[config.mk]
export PLATFORM = sky130hd
export DESIGN_NAME = regfile_mp
export DESIGN_NICKNAME = d
export VERILOG_FILES = /design/src/rtl/regfile_mp.sv
export SDC_FILE = /design/constraint.sdc
export NUM_CORES = 2
export LEC_CHECK = 0
export CAP_MARGIN = 5
export CORE_ASPECT_RATIO = 0.8
export CORE_UTILIZATION = 30
export CTS_BUF_LIST = sky130_fd_sc_hd__clkbuf_4
export CTS_CLUSTER_DIAMETER = 60
export DETAILED_ROUTE_END_ITERATION = 16
export GPL_TIMING_DRIVEN = 0
export PLACE_DENSITY = 0.5
export SYNTH_ARGS = -nofsm -noshare
export SYNTH_HDL_FRONTEND = slang
export SYNTH_SLANG_ARGS = --single-unit
[constraint.sdc]
create_clock -name i_clk -period 3 [get_ports i_clk]
set_input_delay 0.3 -clock i_clk [delete_from_list [all_inputs] [get_ports i_clk]]
set_output_delay 0.3 -clock i_clk [all_outputs]
set_load 0.05 [all_outputs]
[src/rtl/regfile_mp.sv]
// rtl/regfile_mp.sv - multi-port register file with pending scoreboard and sequential clear
module regfile_mp #(
  parameter int DATA_WIDTH = 32,
  parameter int ADDR_WIDTH = 5,
  parameter int NUM_RD     = 2,
  parameter int NUM_WR     = 2,
  parameter int ZERO_REG   = 1
) (
  input  logic                           i_clk,
  input  logic                           i_rst_n,
  input  logic [NUM_RD*ADDR_WIDTH-1:0]   i_rd_addr,
  output logic [NUM_RD*DATA_WIDTH-1:0]   o_rd_data,
  output logic [NUM_RD-1:0]              o_rd_pending,
  input  logic [NUM_WR-1:0]              i_wr_en,
  input  logic [NUM_WR*ADDR_WIDTH-1:0]   i_wr_addr,
  input  logic [NUM_WR*DATA_WIDTH-1:0]   i_wr_data,
  input  logic                           i_alloc_en,
  input  logic [ADDR_WIDTH-1:0]          i_alloc_addr,
  input  logic                           i_clear,
  output logic                           o_busy
);

  localparam int DEPTH = 1 << ADDR_WIDTH;
  localparam logic [ADDR_WIDTH-1:0] LAST_IDX = ADDR_WIDTH'(DEPTH - 1);

  typedef enum logic {S_IDLE, S_CLEAR} state_t;

  state_t                  state_q, state_d;
  logic [ADDR_WIDTH-1:0]   idx_q, idx_d;
  logic [DEPTH-1:0]        pend_q, pend_d;
  logic [DATA_WIDTH-1:0]   regs_q [DEPTH];

  logic [NUM_WR-1:0]       wr_ok;
  logic                    alloc_ok;
  logic [ADDR_WIDTH-1:0]   rd_a;
  logic [DATA_WIDTH-1:0]   rd_v;
  logic                    rd_hit;

  // Entry 0 is read-only zero only when the array is configured RISC-V style.
  function automatic logic is_zero(input logic [ADDR_WIDTH-1:0] a);
    return (ZERO_REG != 0) && (a == '0);
  endfunction

  // Qualify write and alloc requests: only honoured in IDLE, never to a hardwired x0.
  always_comb begin
    wr_ok = '0;
    for (int j = 0; j < NUM_WR; j++) begin
      wr_ok[j] = i_wr_en[j] && (state_q == S_IDLE) &&
                 !is_zero(i_wr_addr[j*ADDR_WIDTH +: ADDR_WIDTH]);
    end
    alloc_ok = i_alloc_en && (state_q == S_IDLE) && !is_zero(i_alloc_addr);
  end

  // Read ports: zero reg, then forwarding (highest write port wins), then stored value.
  always_comb begin
    o_rd_data    = '0;
    o_rd_pending = '0;
    rd_a         = '0;
    rd_v         = '0;
    rd_hit       = 1'b0;
    for (int k = 0; k < NUM_RD; k++) begin
      rd_a   = i_rd_addr[k*ADDR_WIDTH +: ADDR_WIDTH];
      rd_v   = regs_q[rd_a];
      rd_hit = 1'b0;
      for (int j = 0; j < NUM_WR; j++) begin
        if (wr_ok[j] && (i_wr_addr[j*ADDR_WIDTH +: ADDR_WIDTH] == rd_a)) begin
          rd_v   = i_wr_data[j*DATA_WIDTH +: DATA_WIDTH];
          rd_hit = 1'b1;
        end
      end
      // Reads are forced to zero while clearing and while reset is held,
      // so a write presented during reset cannot leak through forwarding.
      if (is_zero(rd_a) || (state_q == S_CLEAR) || !i_rst_n) begin
        rd_v = '0;
      end
      o_rd_data[k*DATA_WIDTH +: DATA_WIDTH] = rd_v;
      o_rd_pending[k] = pend_q[rd_a] && !rd_hit && !is_zero(rd_a);
    end
  end

  // Scoreboard: writes retire producers, a same-cycle alloc re-arms, clear start wipes all.
  always_comb begin
    pend_d = pend_q;
    if (state_q == S_IDLE) begin
      for (int j = 0; j < NUM_WR; j++) begin
        if (wr_ok[j]) pend_d[i_wr_addr[j*ADDR_WIDTH +: ADDR_WIDTH]] = 1'b0;
      end
      if (alloc_ok) pend_d[i_alloc_addr] = 1'b1;
      if (i_clear)  pend_d = '0;
    end
  end

  // Clear engine next state: walk every index once, then return to IDLE.
  always_comb begin
    state_d = state_q;
    idx_d   = idx_q;
    case (state_q)
      S_IDLE: begin
        if (i_clear) begin
          state_d = S_CLEAR;
          idx_d   = '0;
        end
      end
      S_CLEAR: begin
        idx_d = idx_q + 1'b1;
        if (idx_q == LAST_IDX) state_d = S_IDLE;
      end
      default: state_d = S_IDLE;
    endcase
  end

  // Control state registers.
  always_ff @(posedge i_clk or negedge i_rst_n) begin
    if (!i_rst_n) begin
      state_q <= S_IDLE;
      idx_q   <= '0;
      pend_q  <= '0;
    end else begin
      state_q <= state_d;
      idx_q   <= idx_d;
      pend_q  <= pend_d;
    end
  end

  // Storage array: clear engine owns it in CLEAR; later write ports override earlier ones.
  always_ff @(posedge i_clk or negedge i_rst_n) begin
    if (!i_rst_n) begin
      for (int a = 0; a < DEPTH; a++) regs_q[a] <= '0;
    end else if (state_q == S_CLEAR) begin
      regs_q[idx_q] <= '0;
    end else begin
      for (int j = 0; j < NUM_WR; j++) begin
        if (wr_ok[j]) begin
          regs_q[i_wr_addr[j*ADDR_WIDTH +: ADDR_WIDTH]] <= i_wr_data[j*DATA_WIDTH +: DATA_WIDTH];
        end
      end
    end
  end

  assign o_busy = (state_q == S_CLEAR);

endmodule

# [Word level (Yosys, flattened, before mapping)]
# Index checks and enable logic that the tools add are counted.
[totals] input_bits=95 ff_bits=1062 out_inout_bits=67 word_cells=157
[op_classes] mux=49 eq_ne=6 n_reduce_logical=37 order_cmp=16 n_bitwise=13 add_sub_neg=1
[op_table] cell="2-to-1 mux 1024 bit" count=4
[op_table] cell="bitwise mux 1024 bit" count=2
[op_table] cell="bitwise AND 1024 bit" count=1
[op_table] cell="NOT 1024 bit" count=1
[op_table] cell="2-to-1 mux 32 bit" count=19
[op_table] cell="demux 32 bit (select 5 bit)" count=3
[op_table] cell="binary-select mux 32 bit (select 5 bit)" count=2
[op_table] cell="bitwise AND 32 bit" count=2
[op_table] cell="NOT 32 bit" count=2
[op_table] cell="OR 32 bit" count=1
[op_table] cell="greater-or-equal comparator 6 bit (second input constant)" count=5
[op_table] cell="less-than comparator 5 x 6 -> 1 bit (second input constant)" count=5
[op_table] cell="NOT 5 -> 6 bit" count=5
[op_table] cell="zero test 5 bit" count=5
[op_table] cell="equality test 5 bit" count=4
[op_table] cell="logical AND 1 bit" count=20
[op_table] cell="less-than comparator 6 x 1 -> 1 bit (second input constant)" count=3
[op_table] cell="demux 1 bit (select 5 bit)" count=3
[op_table] cell="greater-or-equal comparator 5 x 1 -> 1 bit (second input constant)" count=3
[op_table] cell="2-to-1 mux 1 bit" count=11
[op_table] cell="binary-select mux 1 bit (select 5 bit)" count=2
[op_table] cell="one-hot mux 5 bit (2 select lines)" count=1
[op_table] cell="zero test 1 bit" count=8
[op_table] cell="adder 5 x 1 -> 5 bit (second input constant)" count=1
[op_table] cell="other kinds (6)" count=9

# [Longest topological paths before layout]
[logic_depth] depth_word=14 ltp_mapped=10

# [Worst setup path after synthesis]
# Ideal clock, no wire load.
[synth_path] kind="register -> output" from="reg state_q, in the netlist o_busy" to="out o_rd_pending[0]" path_slack_ns=-0.409 arrival_time_ns=3.109 t_required_ns=2.700 path_stages_with_launch=8 path_buffers=3 path_cell_list="dfrtp_1 -> nor2b_1 -> clkbuf_1 -> o31a_1 -> and3_1 -> buf_2 -> clkbuf_1 -> nor4_1"
[synth_between] elab_chain_cells=9 elab_cells_between_ends=12
[synth_rtl] element="from (decl)" line="28" rtl="state_t state_q, state_d;"
[synth_rtl] element="from (signal assigned)" line="119" rtl="state_q <= state_d;"
[synth_rtl] element="NOT 1 bit *"
[synth_rtl] element="logical AND 1 bit (2 in a row)" line="48" rtl="wr_ok[j] = i_wr_en[j] && (state_q == S_IDLE) &&"
[synth_rtl] element="logical AND 1 bit" line="66" rtl="if (wr_ok[j] && (i_wr_addr[j*ADDR_WIDTH +: ADDR_WIDTH] == rd_a)) begin"
[synth_rtl] element="2-to-1 mux 1 bit" line="66"
[synth_rtl] element="2-to-1 mux 1 bit *" line="66"
[synth_rtl] element="zero test 1 bit *" line="77" rtl="o_rd_pending[k] = pend_q[rd_a] && !rd_hit && !is_zero(rd_a);"
[synth_rtl] element="logical AND 1 bit * (2 in a row)" line="77"
[synth_rtl] element="to (decl)" line="13" rtl="output logic [NUM_RD-1:0] o_rd_pending,"
# Mark *: on every way between the ends. The rest lies on a longest branch, timed or not.

# [Worst setup path in the final report]
[layout_path] from="in i_rd_addr[2]" to="out o_rd_data[30]"
[layout_between] elab_chain_cells=7 elab_cells_between_ends=14
[layout_rtl] element="from (decl)" line="11" rtl="input logic [NUM_RD*ADDR_WIDTH-1:0] i_rd_addr,"
[layout_rtl] element="NOT 5 -> 6 bit (not written as such)" line="63" rtl="rd_v = regs_q[rd_a];"
[layout_rtl] element="binary-select mux 32 bit (select 5 bit)" line="63"
[layout_rtl] element="2-to-1 mux 32 bit (not written as such) (2 in a row)" line="63"
[layout_rtl] element="2-to-1 mux 32 bit (2 in a row)" line="66"
[layout_rtl] element="2-to-1 mux 32 bit *" line="73" rtl="if (is_zero(rd_a) || (state_q == S_CLEAR) || !i_rst_n) begin"
[layout_rtl] element="to (decl)" line="12" rtl="output logic [NUM_RD*DATA_WIDTH-1:0] o_rd_data,"
# Mark *: on every way between the ends. The rest lies on a longest branch, timed or not. The select of a mux whose other input is x is not followed.

==> metrics.cfg <==
[cts]
cts_hold_buf = 57
clock_path_buffers = 4
htree_levels = 5
clock-sinks = 1062
cts_buffers = 335
cts-root-buf = clkbuf_4
clkLatencyLatePin_ns = 1.41
cts_tree = built
path_clk_slew_ns = 0.08

[floorplan]
num_rows = 165
start_util_pct = 30.15
die_h_um = 452.6
dieArea_um2 = 255800
coreArea_um2 = 252500
fp.dieW_um = 565.2
ios = 162

[critical_path]
critPathMaxStageDelay_ns = 0.72
arrival_ns = 3.99
cp_max_fo = 10
cp_cell_sequence = clkdlybuf4s50_1 -> buf_4 -> nand2b_2 -> buf_2 -> o221ai_1 -> o21ai_0 -> a21oi_1 -> o21ai_4 -> a31oi_4 -> buf_6
rr_endpoint = regs_q[690]
worstSetupPathType = input port to primary output
crit_required_ns = 2.70
reg2reg_depth = 9
worstSetupEndpointType = primary output
regToRegSetupSlack_ns = -0.79
start_kind = input port
worstReg2RegStart = o_busy
crit_slowest_cell = o221ai_1

[route]
drtIter0Drc = 14900
antenna_left = 0
first_pass_iters = 10
wl_mm = 612.8
via_per_inst = 6.890
avgRoutedWirePerCell_um = 49.29
drc = 0
num_vias = 85660

[synth]
ys.warnings.count = 0
yosysMostFrequentCell = o21ai_0
yosys-top-cells-count = 1309 x o21ai_0, 1062 x dfrtp_1, 805 x clkbuf_1
synth_cells = 8133
synthFlopType = dfrtp_1
synth-seq-area-share_pct = 34.91
synth.distinct_cells = 56
ys_ff_latch = 1062
synth_area_per_cell_um2 = 9.360
synth_fp_nets = 8233
yosys.area.top_type_share_pct = 34.91
yosysTopAreaCell = dfrtp_1
syn_area_um2 = 76130
synth-async-reset-ratio_pct = 100.0
ys_top_cells_by_area = dfrtp_1 35%, mux4_2 18%, o21ai_0 8.6%
synth-edff-count = 0

[grt]
grt_antenna_before_repair = 98
track_usage_pct = 46.62
first_global_vias = 77740
gr-total-overflow = 0
grt_pass1_wl_mm = 778.4
grt_max_degree = 146

[sta]
finalSetupViolCount = 661
rsz0062_at_grt = true
hold_slack_ns = -1.012
finalWorstSetupSlack_ns = -1.290
drv_slew = 341
finalCriticalPeriod_ns = 4.290
fin_skew_ns = 0.1195
maxSlewHeadroom_pct = -11.25
tightest_slew_ns = 1.669
fin_crit_sh_pct = 143.0
fmax_ghz = 0.2331
finalHoldViolCount = 484

[placed_design]
post-dp-hpwl_mm = 478.2
post_dp_cell_area_um2 = 83090
routabilityCongestion = 1.127
dp_cells = 11670
io_buffer_count = 143

[finish]
fillers = 25780
syn_to_final_growth_pct = 20.96
drive_gt1_share_pct = 23.26
finalInstanceArea_um2 = 92090
final-instance-count-excl-fill = 12430
utilization_pct = 36.47
nNetsFinal = 8938

[status]
outcome = finished with violations
failed_checks = negative hold slack, max-capacitance violations, max-slew violations, negative setup slack

[pwr]
peakVddDrop_mv = 0.5021
p_per_area_nw_per_um2 = 628.3
p_leak_uw = 0.03941

[hold_path]
worstHoldPathType = input port to async pin

[run]
maxCapViolations = 35

## critical path: cells and delay by family
| kind | cells | cell delay, ns |
|---|---|---|
| buffers and inverters | 4 | 1.70 |
| AOI/OAI and AO/OA | 5 | 1.64 |
| and+or+nand+nor | 1 | 0.31 |
## power by group
part | leakage (µW) | internal, µW | switching (µW) | total (µW)
Combinational | 0.0223 | 6820 | 15100 | 22000
Clock | 0.00242 | 7650 | 8230 | 15900
Sequential | 0.0147 | 16600 | 3380 | 20000
Total | 0.0394 | 31100 | 26800 | 57900
## kinds of logic (layout without fill, tap and decap cells)
kind of cell,after synthesis,count (layout),share of synthesized area [%]
buf+inv,1010,1916,5.501
flops,1062,1062,34.91
compound gates,2915,2915,22.93
xor+xnor,22,22,0.2531
fa+ha+maj,5,5,0.08218
simple gates,1919,1920,10.62
other cells,0,52,0
mux,1200,1200,25.71
## flip-flops by register name, indices dropped and copies added (netlist names)
register  flops
idx_q         5
o_busy        1
pend_q       32
regs_q     1024
## final cells by class
cell class | count | area [µm²] | area share (%)
Clock inverter | 38 | 198.9 | 0.2160
Clock buffer | 501 | 3761 | 4.084
Antenna cell | 52 | 130.1 | 0.1413
Buffer | 995 | 5340 | 5.799
Timing Repair Buffer | 375 | 4441 | 4.822
Sequential cell | 1062 | 26600 | 28.88
Multi-Input combinational cell | 6062 | 47410 | 51.49
Tap cell | 3340 | 4179 | 4.538
Inverter | 7 | 26.28 | 0.02853
## metal layers
layer,up-vias,track usage (%),share of wire (%)
met3,1882,24.22,16
li1,31990,-,-
met4,58,30.28,7.9
met5,-,1.082,0.082
met1,43970,57.52,37
met2,7765,62.71,39
## per-stage QoR
stage	setup slack (ns)	power, µW	setup TNS [ns]	hold slack, ns
2_1_floorplan	0.01273	28760	0	0.004409
3_3_place_gp	-55.54	38640	-	0.4751
3_5_place_dp	-3.560	39290	-1533.80	0.3784
4_1_cts	-1.128	55570	-166.29	-1.046
5_1_grt	-1.102	58590	-174.67	-0.9666
6_report	-1.290	57860	-207.11	-1.012
## how the worst max path moves through the flow
stage / start / end / slack [ns] / cells past startpoint
floorplan: o_busy / o_rd_data[11] / 0.01 / 9
global placement: i_rst_n / regs_q[166] / -55.54 / 1
detailed placement: i_rd_addr[6] / o_rd_data[52] / -3.56 / 11
CTS: o_busy / o_rd_data[21] / -1.13 / 12
global route: o_busy / o_rd_data[21] / -1.10 / 10
finish: i_rd_addr[2] / o_rd_data[30] / -1.29 / 10
## what timing repair did
action,CTS,global route
pin swaps,100,52
endpoints found under the hold margin,650,484
gates cloned,4,1
setup endpoints to repair,1127,874
resized for setup,1112,358
setup buffers,56,50
## cell usage in the layout, fill, tap and decap left out, drive strengths merged, types with 36 or more instances in the layout
master,count
nor3,58
dfrtp,1062
and2,36
a211oi,221
o221ai,41
a311oi,73
mux4,603
nand2,748
a21o,284
clkbuf,1296
clkdlybuf4s50,75
a22o,276
mux2i,586
nor2,681
a21oi,631
nand3,292
dlygate4sd3,57
o21ai,1313
diode,52
nor2b,38
buf,430
No activity file was read; power rests on OpenSTA's default activity.
